==> config.mk <==
export PLATFORM = sky130hd
export DESIGN_NAME = teclado_clave
export DESIGN_NICKNAME = d
export VERILOG_FILES = /design/src/rtl/teclado_clave.sv
export SDC_FILE = /design/constraint.sdc
export NUM_CORES = 1
export LEC_CHECK = 0
export ABC_AREA = 1
export BUFFER_PORTS_ARGS = -buffer_cell sky130_fd_sc_hd__buf_4
export CAP_MARGIN = 25
export CORE_MARGIN = 2
export CORE_UTILIZATION = 51
export CTS_CLUSTER_SIZE = 10
export DETAILED_ROUTE_END_ITERATION = 10
export GPL_TIMING_DRIVEN = 0
export HOLD_SLACK_MARGIN = 0.12
export PLACE_DENSITY = 0.75
export SYNTH_ARGS = -nofsm -noshare
export SYNTH_HDL_FRONTEND = slang
export SYNTH_SLANG_ARGS = --single-unit
==> constraint.sdc <==
create_clock -name clk -period 1.4 [get_ports clk]
set_input_delay 0.14 -clock clk [delete_from_list [all_inputs] [get_ports clk]]
set_output_delay 0.14 -clock clk [all_outputs]
set_load 0.01 [all_outputs]
==> src/rtl/teclado_clave.sv <==
// ---------------------------------------------------------------------------
// teclado_clave
//
// Keypad front-end for the gate access controller. Collects four BCD digit
// keystrokes into a 16-bit PIN (first digit in [15:12]), handles the clear
// and enter keys, discards a partial entry after an inter-key timeout, and
// presents the assembled code for exactly one cycle. Outside that cycle the
// code output carries CLAVE_REPOSO, which is not valid BCD and so never
// matches a PIN. Submitted attempts are counted, saturating at three.
//
// Ports:
//   clk             in   clock, all logic on posedge
//   reset           in   synchronous, active-high reset
//   habilitado      in   level, high while the controller waits for a PIN
//   tecla_valida    in   one-cycle strobe, tecla carries a digit key
//   tecla [3:0]     in   digit value, legal range 0..9
//   tecla_enter     in   one-cycle strobe, submit key
//   tecla_borrar    in   one-cycle strobe, clear key
//   clave_ingresada out  submitted BCD code during the ENVIO cycle, else CLAVE_REPOSO
//   clave_lista     out  one-cycle pulse, high exactly while a code is presented
//   digitos [2:0]   out  digits currently buffered, 0..4
//   error_tecla     out  one-cycle pulse on a rejected keystroke
//   timeout         out  one-cycle pulse when a partial entry expires
//   tercer_intento  out  level, high while the attempt counter equals 3
//   estado_dbg[1:0] out  current FSM state (0 INACTIVO, 1 CAPTURA, 2 ENVIO)
//
// Key interface: the three key inputs are single-cycle strobes with no
// back-pressure. A strobe is consumed on the rising edge where it is high;
// there is no ready signal, so keys that arrive in a state or cycle where
// they cannot be used are dropped (with error_tecla only where noted).
// ---------------------------------------------------------------------------
module teclado_clave #(
  parameter int unsigned TIMEOUT_CICLOS = 1000,
  parameter logic [15:0] CLAVE_REPOSO   = 16'hFFFF
) (
  input  logic        clk,
  input  logic        reset,
  input  logic        habilitado,
  input  logic        tecla_valida,
  input  logic [3:0]  tecla,
  input  logic        tecla_enter,
  input  logic        tecla_borrar,
  output logic [15:0] clave_ingresada,
  output logic        clave_lista,
  output logic [2:0]  digitos,
  output logic        error_tecla,
  output logic        timeout,
  output logic        tercer_intento,
  output logic [1:0]  estado_dbg
);

  // Timer counts 0..TIMEOUT_CICLOS-1, so clog2 of the count is enough bits.
  localparam int unsigned TW = (TIMEOUT_CICLOS > 2) ? $clog2(TIMEOUT_CICLOS) : 1;
  localparam logic [TW-1:0] TIMER_MAX = TW'(TIMEOUT_CICLOS - 1);

  typedef enum logic [1:0] {
    INACTIVO = 2'd0,
    CAPTURA  = 2'd1,
    ENVIO    = 2'd2
  } estado_t;

  estado_t        estado_q;
  logic [15:0]    buffer_q;
  logic [2:0]     digitos_q;
  logic [TW-1:0]  timer_q;
  logic [1:0]     intentos_q;
  logic [15:0]    clave_q;
  logic           lista_q;
  logic           error_q;
  logic           timeout_q;

  always_ff @(posedge clk) begin
    if (reset) begin
      estado_q   <= INACTIVO;
      buffer_q   <= '0;
      digitos_q  <= '0;
      timer_q    <= '0;
      intentos_q <= '0;
      clave_q    <= CLAVE_REPOSO;
      lista_q    <= 1'b0;
      error_q    <= 1'b0;
      timeout_q  <= 1'b0;
    end else begin
      // Pulses and the presented code default back to idle every cycle so
      // each one is high for a single cycle per event.
      clave_q   <= CLAVE_REPOSO;
      lista_q   <= 1'b0;
      error_q   <= 1'b0;
      timeout_q <= 1'b0;

      case (estado_q)
        INACTIVO: begin
          // A new habilitado period starts a fresh vehicle: attempts restart.
          if (habilitado) begin
            estado_q   <= CAPTURA;
            buffer_q   <= '0;
            digitos_q  <= '0;
            timer_q    <= '0;
            intentos_q <= '0;
          end
        end

        CAPTURA: begin
          if (!habilitado) begin
            // Silent abandon; the attempt count survives until re-enable.
            estado_q  <= INACTIVO;
            buffer_q  <= '0;
            digitos_q <= '0;
            timer_q   <= '0;
          end else if (tecla_borrar) begin
            buffer_q  <= '0;
            digitos_q <= '0;
            timer_q   <= '0;
          end else if (tecla_enter) begin
            if (digitos_q == 3'd4) begin
              estado_q <= ENVIO;
              clave_q  <= buffer_q;
              lista_q  <= 1'b1;
            end else begin
              // Short entry is rejected outright and not counted.
              error_q   <= 1'b1;
              buffer_q  <= '0;
              digitos_q <= '0;
              timer_q   <= '0;
            end
          end else if (tecla_valida && (tecla <= 4'd9) && (digitos_q < 3'd4)) begin
            buffer_q  <= {buffer_q[11:0], tecla};
            digitos_q <= digitos_q + 3'd1;
            timer_q   <= '0;
          end else begin
            // No key accepted this cycle: a digit strobe reaching here was
            // either non-BCD or a fifth digit, and the timer keeps running.
            if (tecla_valida) begin
              error_q <= 1'b1;
            end
            if (digitos_q == 3'd0) begin
              timer_q <= '0;
            end else if (timer_q == TIMER_MAX) begin
              buffer_q  <= '0;
              digitos_q <= '0;
              timer_q   <= '0;
              timeout_q <= 1'b1;
            end else begin
              timer_q <= timer_q + 1'b1;
            end
          end
        end

        ENVIO: begin
          // Single-cycle presentation; keys seen here are dropped silently.
          if (intentos_q != 2'd3) begin
            intentos_q <= intentos_q + 2'd1;
          end
          buffer_q  <= '0;
          digitos_q <= '0;
          timer_q   <= '0;
          estado_q  <= habilitado ? CAPTURA : INACTIVO;
        end

        default: begin
          estado_q <= INACTIVO;
        end
      endcase
    end
  end

  assign clave_ingresada = clave_q;
  assign clave_lista     = lista_q;
  assign digitos         = digitos_q;
  assign error_tecla     = error_q;
  assign timeout         = timeout_q;
  assign tercer_intento  = (intentos_q == 2'd3);
  assign estado_dbg      = estado_q;

endmodule

==> summary.txt, run 1 <==
Synth
  • Total standard cell area after synthesis: 2410 um2
  • Area fraction of the dominant cell type after synthesis: 0.433
  • Count of different cell masters after synthesis: 25
  • Post-synth ARST share: 0
  • Biggest area consumer among synthesized cells: sky130_fd_sc_hd__dfxtp_1
  • Synthesized area per cell: 7.25 um2
  • Cell types occupying the most area after synthesis: sky130_fd_sc_hd__dfxtp_1 43%, sky130_fd_sc_hd__nand2_1 11%, sky130_fd_sc_hd__nor2_1 8.1%
  • Synth Net Count: 346
  • Most common flop cell mapped by yosys: sky130_fd_sc_hd__dfxtp_1
  • Number of warnings printed during yosys synthesis: 0
  • Flop and latch count out of synthesis: 52
  • Most repeated cell in the gate-level netlist after synthesis: sky130_fd_sc_hd__nand2_1
  • Number of enable flip-flop cells after synthesis: 0
  • Sequential-to-total area share from yosys stat: 0.433
  • List of most frequent post-synthesis cells: 72 x sky130_fd_sc_hd__nand2_1, 52 x sky130_fd_sc_hd__dfxtp_1, 52 x sky130_fd_sc_hd__nor2_1, 39 x sky130_fd_sc_hd__inv_1, 36 x sky130_fd_sc_hd__nand3_1
  • Number of standard cells after synthesis: 332

Final layout
  • Area of the multi-input gates: 1400 um2
  • Area Growth Syn to Fin: 48.2%
  • Final layout net count: 418
  • Storage element area: 1060 um2
  • Fill cell count: 264
  • Fraction of final layout cells sized beyond drive strength 1: 0.432
  • Final non-filler cell area: 3570 um2
  • Diodes inserted: 0

Die
  • Count of pins on the block boundary: 35
  • Total Die Area: 5280 um2
  • Core footprint: 4440 um2
  • Initial core utilization: 0.541
  • Std cell rows: 24
  • Die height: 72.7 um
  • X dimension of the die: 72.7 um

Drt
  • Count of vias placed by the detailed router: 2,459
  • Number of nets with antenna violations after routing: 0
  • Via/cell ratio: 5.38
  • Total iterations of the first detailed-routing run: 7
  • Post-route DRC: 0
  • Total Wirelength: 6960 um
  • Initial DRC count: 243
  • Post-detailed-route wirelength per cell: 15.2 um

Worst hold path
  • Min-delay worst type: input port to flip-flop

Placement
  • Global placement routability congestion: 0.837
  • Number of I/O port buffers: 34
  • HPWL Detailed: 3690 um
  • Standard cell area after detailed placement: 2860 um2
  • Minimum setup slack after placement: -0.319 ns

Global routing
  • Number of global-route vias before repair: 2,251
  • GRT Total Usage: 0.251
  • Total overflow reported by the global router: 0
  • Initial antenna violation count: 0
  • Global-route wire length before repair: 10,500 um
  • Pin count of the biggest net entering global routing: 18

Clock network
  • Clock latency reported for the late side of the worst-skew pair: 0.32 ns
  • Buffer depth of the longest clock path: 2
  • Clock-pin transition on the worst setup and hold timing paths: 0.10 ns
  • Buffer cell driving the clock tree root: sky130_fd_sc_hd__clkbuf_8
  • Depth of the CTS H-tree: 2
  • TritonCTS Buffers: 5
  • CTS tree: yes
  • Clk sink count: 52

Worst setup path
  • Critical path peak fanout: 7
  • Worst Setup Start Kind: flip-flop
  • Critical Path RT: 1.62 ns
  • Worst setup path class: flip-flop to flip-flop
  • WP data arrival: 1.84 ns
  • Critical path endpoint category: flip-flop

STA
  • Clk_skew: 0.00836 ns
  • Slew @ Worst Pin: 0.338 ns
  • Min Clock Period, post-route: 1.63 ns
  • Setup repair after global routing missed its margin: true
  • Setup ws final: -0.225 ns
  • Final hold vios: 0
  • Headroom to the max-slew limit: 0.775
  • Number of pins exceeding their max-slew limit in the final report: 0
  • Fraction of the cycle the final worst path needs: 1.16
  • Setup violations, final: 33
  • Max Clk Rate: 0.615 GHz

Outcome
  • Violations in the final reports: setup timing
  • Outcome: complete, but fails checks

Pwr
  • Pwr dens: 895 nW/um2
  • Peak supply drop: 0.504 mV
  • Leakage dissipation: 1.56 nW

Flow run
  • # Max-Cap Violations: 0
sequential cells by signal, indices dropped and copies added, names as in the netlist:
name             count
buffer_q            16
clave_ingresada     16
timer_q             10
digitos              3
estado_dbg           2
intentos_q           2
clave_lista          1
error_tecla          1
timeout              1
metrics by stage:
step	util	hold WS, ns	instances	TNS [ns]	power [mW]
global route	0.802	0.184	457	-7.38	3.32
CTS	0.749	0.152	450	-2.42	3.12
floorplan	-	0.205	332	-1.54	1.90
detailed placement	0.643	0.362	418	-8.36	2.00
finish	0.802	0.191	457	-4.64	3.19
global placement	0.643	0.356	418	-7.00	1.99
area by class of cell:
cell class,instances,share of cell area
plain buffers,14,0.0498
clock buffers,6,0.0263
clock inverters,2,0.00456
inverters,41,0.0467
multi-input cells,225,0.393
flip-flops and latches,52,0.297
well taps,52,0.0182
repair buffers,65,0.165
report_power, final:
group          internal [mW]  switching (mW)  leakage [nW]  total (mW)
clock                  0.467           0.541        0.0530        1.01
combinational          0.296           0.316          1.08       0.612
sequential              1.52          0.0489         0.428        1.57
total                   2.29           0.906          1.56        3.19
final timing paths:
kind,startpoint,to,slack (ns),cells after the start
max,digitos[1],buffer_q[5],-0.23,12
min,tecla[0],buffer_q[0],0.19,5
max reg2reg,digitos[1],buffer_q[5],-0.23,12
min reg2reg,buffer_q[12],clave_ingresada[12],0.47,2
placed cells by master (no fill, tap or decap), types with 2 or more instances in the layout:
master / n
sky130_fd_sc_hd__a21oi_2: 19
sky130_fd_sc_hd__nand3_2: 19
sky130_fd_sc_hd__nand2_4: 3
sky130_fd_sc_hd__nor2_1: 44
sky130_fd_sc_hd__ha_1: 2
sky130_fd_sc_hd__buf_16: 2
sky130_fd_sc_hd__nand3_1: 26
sky130_fd_sc_hd__dfxtp_2: 5
sky130_fd_sc_hd__nand4_1: 4
sky130_fd_sc_hd__a21oi_4: 2
sky130_fd_sc_hd__nand2_1: 56
sky130_fd_sc_hd__dlygate4sd3_1: 3
sky130_fd_sc_hd__nand3_4: 2
sky130_fd_sc_hd__dfxtp_1: 44
sky130_fd_sc_hd__a21oi_1: 5
sky130_fd_sc_hd__inv_1: 36
sky130_fd_sc_hd__buf_6: 6
sky130_fd_sc_hd__buf_12: 7
sky130_fd_sc_hd__nor2_2: 6
sky130_fd_sc_hd__buf_2: 3
sky130_fd_sc_hd__nor2_4: 6
sky130_fd_sc_hd__clkbuf_8: 5
sky130_fd_sc_hd__o21ai_0: 5
sky130_fd_sc_hd__ha_4: 2
sky130_fd_sc_hd__inv_2: 2
sky130_fd_sc_hd__clkbuf_16: 2
sky130_fd_sc_hd__buf_4: 55
sky130_fd_sc_hd__nand2_2: 15
sky130_fd_sc_hd__dfxtp_4: 3
sky130_fd_sc_hd__o21ai_1: 2
sky130_fd_sc_hd__inv_4: 2
timing repair:
action	in CTS	in global routing
hold buffers	3	0
resized for setup	35	46
setup endpoints to repair	45	46
pin swaps	16	15
hold endpoints to repair	5	0
cloned	2	2
buffers inserted	19	5
kinds of logic after synthesis:
| logic type | share of synthesized area |
|---|---|
| flops | 0.433 |
| fa+ha+maj | 0.0208 |
| simple gates | 0.354 |
| compound gates | 0.0785 |
| xor+xnor | 0.00364 |
| buf+inv | 0.110 |
critical path, cell delays in order (launching register included):
cell and delay [ns]:
sky130_fd_sc_hd__dfxtp_4 0.37, sky130_fd_sc_hd__inv_4 0.04, sky130_fd_sc_hd__ha_4 0.17, sky130_fd_sc_hd__inv_2 0.06, sky130_fd_sc_hd__nor2_2 0.03, sky130_fd_sc_hd__inv_1 0.06, sky130_fd_sc_hd__nand4_1 0.13, sky130_fd_sc_hd__nand2_1 0.15
sky130_fd_sc_hd__buf_6 0.18, sky130_fd_sc_hd__buf_8 0.15, sky130_fd_sc_hd__nand3_2 0.07, sky130_fd_sc_hd__nand2_2 0.07, sky130_fd_sc_hd__nor2_2 0.04
per-layer routing:
layer  track usage  vias to the layer above  wire length [um]
met5             0                        -                 0
met4        0.0844                        0               179
met1         0.345                     1160              3070
li1              -                     1197                 -
met3        0.0442                       19               334
met2         0.401                       83              3380
No activity file was read; power rests on OpenSTA's default activity.
==> run 2: changes to the inputs <==
==> constraint.sdc (replaced) <==
create_clock -name clk -period 1.4 [get_ports clk]
set_input_delay 0.14 -clock clk [delete_from_list [all_inputs] [get_ports clk]]
set_output_delay 0.14 -clock clk [all_outputs]
set_load 0.05 [all_outputs]
==> run 2 against run 1 <==
Sequential share of layout area increased by 2.1 points. Critical path type unchanged. Wire length fell by 18%. Register-to-register slack improved by 0.07 ns. Clock power down 8%. Die area stayed put. The flow still finishes with violations (setup timing). Largest cell class unchanged.
==> summary.txt, run 2 (synthesis results as in run 1) <==
Placement
  • Minimum setup slack after placement: -0.314 ns
  • Global placement routability congestion: 0.879
  • Standard cell area after detailed placement: 2860 um2
  • HPWL Detailed: 3780 um
  • Number of I/O port buffers: 34

Clock network
  • CTS tree: yes
  • Clk sink count: 52
  • TritonCTS Buffers: 5
  • Buffer depth of the longest clock path: 2
  • Clock latency reported for the late side of the worst-skew pair: 0.32 ns
  • Buffer cell driving the clock tree root: sky130_fd_sc_hd__clkbuf_8
  • Clock-pin transition on the worst setup and hold timing paths: 0.10 ns
  • Depth of the CTS H-tree: 2

Global routing
  • Initial antenna violation count: 0
  • Pin count of the biggest net entering global routing: 19
  • GRT Total Usage: 0.224
  • Number of global-route vias before repair: 2,145
  • Total overflow reported by the global router: 0
  • Global-route wire length before repair: 9500 um

Drt
  • Post-route DRC: 0
  • Total iterations of the first detailed-routing run: 4
  • Count of vias placed by the detailed router: 2,281
  • Total Wirelength: 5720 um
  • Post-detailed-route wirelength per cell: 12.8 um
  • Number of nets with antenna violations after routing: 0
  • Via/cell ratio: 5.10
  • Initial DRC count: 219

Final layout
  • Final layout net count: 408
  • Fraction of final layout cells sized beyond drive strength 1: 0.365
  • Diodes inserted: 0
  • Most frequent cells in the layout: 67 x sky130_fd_sc_hd__nand2_1, 47 x sky130_fd_sc_hd__nor2_1, 47 x sky130_fd_sc_hd__buf_4
  • Area Growth Syn to Fin: 38.5%
  • Fill cell count: 332
  • Final non-filler cell area: 3330 um2
  • Most frequent standard cell in the layout excluding fill and tap cells: sky130_fd_sc_hd__nand2_1

Pwr
  • Peak supply drop: 0.455 mV
  • Leakage dissipation: 1.46 nW
  • Pwr dens: 909 nW/um2
  • Total Power Consumption: 3.03 mW

Die
  • Std cell rows: 24
  • X dimension of the die: 72.7 um
  • Die height: 72.7 um
  • Total Die Area: 5280 um2
  • Initial core utilization: 0.541
  • Core footprint: 4440 um2
  • Count of pins on the block boundary: 35

Worst hold path
  • Min-delay worst type: input port to flip-flop

STA
  • Setup ws final: -0.156 ns
  • Clk_skew: 0.00793 ns
  • Slew @ Worst Pin: 0.303 ns
  • Setup repair after global routing missed its margin: true
  • Setup violations, final: 45
  • Min Clock Period, post-route: 1.56 ns
  • Headroom to the max-slew limit: 0.796
  • Max Clk Rate: 0.643 GHz
  • Fraction of the cycle the final worst path needs: 1.11
  • Number of pins exceeding their max-slew limit in the final report: 0
  • Final hold vios: 0

Worst setup path
  • Critical Path RT: 1.62 ns
  • Critical path peak fanout: 5
  • Most common cell type on the critical path: sky130_fd_sc_hd__inv_2
  • Standard cell with the maximum stage delay on the critical path: sky130_fd_sc_hd__dfxtp_4
  • WP data arrival: 1.78 ns
  • Worst Setup Start Kind: flip-flop
  • Worst setup path class: flip-flop to flip-flop
  • Cell chain of the critical path: inv_4 -> ha_4 -> inv_2 -> nor2_4 -> inv_2 -> nand4_1 -> nand2_2 -> buf_8 -> buf_12 -> a21oi_4 -> nor2_1
  • Critical path endpoint category: flip-flop
  • CP peak stage delay: 0.37 ns

Outcome
  • Violations in the final reports: setup timing
  • Outcome: complete, but fails checks

Flow run
  • # Max-Cap Violations: 0
==> run 2: cell count changes in the layout (fill, tap and decap cells not counted), sizes merged <==
cell / before / now
buf: 74 / 65
clkinvlp: 1 / 0
dlygate4sd3: 3 / 2
clkbuf: 8 / 7
inv: 42 / 44
==> run 2: what timing repair did <==
item	CTS	global route
resized for setup	22	24
setup endpoints to repair	45	45
endpoints found under the hold margin	6	0
gates cloned	1	2
pin swaps	7	15
buffers inserted	11	5
hold buffers	2	0
==> run 2: worst max-delay path: cells and delay by family, from the launching register on <==
kind                     cells  cell delay, ns
AND/OR/NAND/NOR              4            0.37
flip-flops                   1            0.37
adder cells (fa/ha/maj)      1            0.15
buffers and inverters        5            0.43
AO/OA/AOI/OAI                1            0.13
==> run 2: metrics by stage <==
| stage | setup TNS (ns) | util | cells | hold slack (ns) |
|---|---|---|---|---|
| floorplan | -4.13 | - | 332 | 0.203 |
| global placement | -7.36 | 0.644 | 418 | 0.360 |
| detailed placement | -7.84 | 0.644 | 418 | 0.358 |
| CTS | -2.61 | 0.715 | 440 | 0.121 |
| global route | -9.76 | 0.750 | 447 | 0.134 |
| finish | -4.88 | 0.750 | 447 | 0.122 |
==> run 2: metal layers <==
layer	share of wire	global-route usage
met1	0.48	0.293
met2	0.48	0.381
met3	0.037	0.0304
met4	0.010	0.0741
met5	0	0
==> run 2: area by class of cell <==
| class | count | area (um2) | area share |
|---|---|---|---|
| multi-input cells | 225 | 1290 | 0.387 |
| flip-flops and latches | 52 | 1060 | 0.318 |
| repair buffers | 55 | 487 | 0.146 |
| plain buffers | 14 | 176 | 0.0529 |
| inverters | 41 | 164 | 0.0492 |
| clock buffers | 5 | 68.8 | 0.0207 |
| well taps | 52 | 65.1 | 0.0195 |
| clock inverters | 3 | 23.8 | 0.00713 |
==> run 2: worst paths after layout <==
path         cells past startpoint  slack [ns]             endpoint    startpoint
min reg2reg                      2        0.46  clave_ingresada[12]  buffer_q[12]
max reg2reg                     11       -0.16           digitos[0]    digitos[0]
max                             11       -0.16           digitos[0]    digitos[0]
min                              3        0.12          error_tecla    habilitado
==> run 2: where the power goes <==
part / internal [mW] / switching [mW] / leakage, nW
combinational: 0.236 / 0.296 / 0.985
sequential: 1.52 / 0.0458 / 0.428
clock: 0.367 / 0.559 / 0.0495
==> run 3: changes to the inputs <==
Settings changed: PLACE_DENSITY 0.75 to 0.73.
==> run 3 against run 2 <==
The run still ends with setup timing left. Hold slack better by 0.022 ns. Wire length up 18%. Clock power up 10%. Core utilization up 5.6 points. Fmax down 4.5%. Critical path depth down 1. Sequential power about the same. Combinational power up 21%. Count of clock-buffer cells in the layout up 1. Critical endpoint unchanged. Highest routed layer unchanged.
==> summary.txt, run 3 (synthesis results as in run 1) <==
Outcome
  • Outcome: complete, but fails checks
  • Violations in the final reports: setup timing

Final layout
  • Most frequent standard cell in the layout excluding fill and tap cells: sky130_fd_sc_hd__nand2_1
  • Area Growth Syn to Fin: 48.8%
  • Diodes inserted: 0
  • Fraction of final layout cells sized beyond drive strength 1: 0.433
  • Fill cell count: 268
  • Storage element area: 1060 um2
  • Most frequent cells in the layout: 53 x sky130_fd_sc_hd__nand2_1, 50 x sky130_fd_sc_hd__buf_4, 44 x sky130_fd_sc_hd__nor2_1, 44 x sky130_fd_sc_hd__dfxtp_1, 34 x sky130_fd_sc_hd__inv_1
  • Area of the multi-input gates: 1410 um2
  • Final layout net count: 415

Worst setup path
  • Critical Path RT: 1.66 ns
  • Critical path endpoint category: flip-flop
  • WP data arrival: 1.89 ns
  • Gate family responsible for the most delay along the worst path: simple AND/OR/NAND/NOR gates
  • CP peak stage delay: 0.45 ns
  • WP buf/inv: 3
  • Cell chain of the critical path: nor2_1 -> nand2_1 -> inv_1 -> nor2_2 -> nand2_2 -> buf_8 -> clkbuf_16 -> nand3_2 -> nand2_1 -> nor2_1
  • Critical path peak fanout: 7
  • Standard cell with the maximum stage delay on the critical path: sky130_fd_sc_hd__dfxtp_2
  • Critical path origin: digitos[2]
  • Worst setup path class: flip-flop to flip-flop
  • Startpoint of the most critical register-to-register path: digitos[2]
  • Worst Setup Start Kind: flip-flop

Global routing
  • Initial antenna violation count: 0
  • Global-route wire length before repair: 9540 um
  • Pin count of the biggest net entering global routing: 18
  • GRT Total Usage: 0.227
  • Total overflow reported by the global router: 0
  • Number of global-route vias before repair: 2,155

Placement
  • HPWL Detailed: 3690 um
  • Global placement routability congestion: 0.854
  • Number of I/O port buffers: 34

Die
  • Die height: 72.7 um
  • X dimension of the die: 72.7 um
  • Initial core utilization: 0.541
  • Core footprint: 4440 um2
  • Total Die Area: 5280 um2
  • Std cell rows: 24
  • Count of pins on the block boundary: 35

STA
  • Slew @ Worst Pin: 0.352 ns
  • Headroom to the max-slew limit: 0.763
  • Final-layout worst hold slack: 0.145 ns
  • Max Clk Rate: 0.614 GHz
  • Clk_skew: 0.00559 ns
  • Setup ws final: -0.229 ns
  • Setup repair after global routing missed its margin: true
  • Aggregate negative setup slack: -4.62 ns
  • Min Clock Period, post-route: 1.63 ns
  • Fraction of the cycle the final worst path needs: 1.16
  • Setup violations, final: 44
  • Final hold vios: 0
  • Number of pins exceeding their max-slew limit in the final report: 0

Clock network
  • Buffer depth of the longest clock path: 2
  • Clock-pin transition on the worst setup and hold timing paths: 0.10 ns
  • Buffer cell driving the clock tree root: sky130_fd_sc_hd__clkbuf_8
  • Clk sink count: 52
  • TritonCTS Buffers: 5
  • Depth of the CTS H-tree: 2
  • Clock latency reported for the late side of the worst-skew pair: 0.32 ns
  • CTS tree: yes

Drt
  • Via/cell ratio: 5.37
  • Count of vias placed by the detailed router: 2,440
  • Post-route DRC: 0
  • Number of nets with antenna violations after routing: 0
  • Initial DRC count: 196
  • Total Wirelength: 6740 um
  • Total iterations of the first detailed-routing run: 5
  • Post-detailed-route wirelength per cell: 14.8 um

Flow run
  • # Max-Cap Violations: 0

Pwr
  • Leakage dissipation: 1.56 nW
  • Peak supply drop: 0.724 mV
  • Pwr dens: 904 nW/um2

Worst hold path
  • Hold path startpoint: habilitado
  • Min-delay worst type: input port to flip-flop
## run 3: layout make-up
cell class / instances / area share
multi-input combinational: 225 / 0.393
sequential: 52 / 0.296
timing repair buffer: 62 / 0.163
buffer: 14 / 0.0517
inverter: 41 / 0.0475
clock buffer: 6 / 0.0262
tap: 52 / 0.0182
clock inverter: 2 / 0.00419
## run 3: repair_timing
| item | in CTS | in global routing |
|---|---|---|
| endpoints found under the hold margin | 6 | 0 |
| pin swaps | 19 | 19 |
| endpoints found under the setup margin | 45 | 46 |
| hold buffers | 2 | 0 |
| gates resized for setup | 28 | 52 |
| buffers inserted | 15 | 6 |
| cloned | 0 | 5 |
## run 3: path summary, 6_finish.rpt
path	end	slack [ns]	cells after the start
max	digitos[0]	-0.23	10
min	error_tecla	0.14	3
max reg2reg	digitos[0]	-0.23	10
min reg2reg	clave_ingresada[12]	0.46	2
## run 3: power breakdown
part / leakage (nW) / switching [mW] / internal [mW]
combinational: 1.07 / 0.347 / 0.299
sequential: 0.428 / 0.0484 / 1.52
clock: 0.0573 / 0.550 / 0.469
## run 3: metal layers
metal / vias up / track usage / wire length (um)
li1: 1194 / - / -
met1: 1134 / 0.295 / 2920
met2: 87 / 0.385 / 3180
met3: 25 / 0.0470 / 381
met4: 0 / 0.0556 / 250
met5: - / 0 / 0
## run 3: worst min-delay path, stage by stage
cell	delay, ns
sky130_fd_sc_hd__buf_4	0.12
sky130_fd_sc_hd__nand2_1	0.10
sky130_fd_sc_hd__nor4_2	0.06
## run 3: per-stage QoR
stage                     setup slack (ns)  instance area (um2)  utilization  power [mW]  cells
final                               -0.229                 3580        0.806        3.24    454
after global routing                -0.285                 3580        0.806        3.34    454
after CTS                           -0.101                 3230        0.727        3.11    443
after floorplan                     -0.132                 2540            -        1.93    332
after global placement              -0.276                 2860        0.644        2.03    418
after detailed placement            -0.298                 2860        0.644        2.04    418
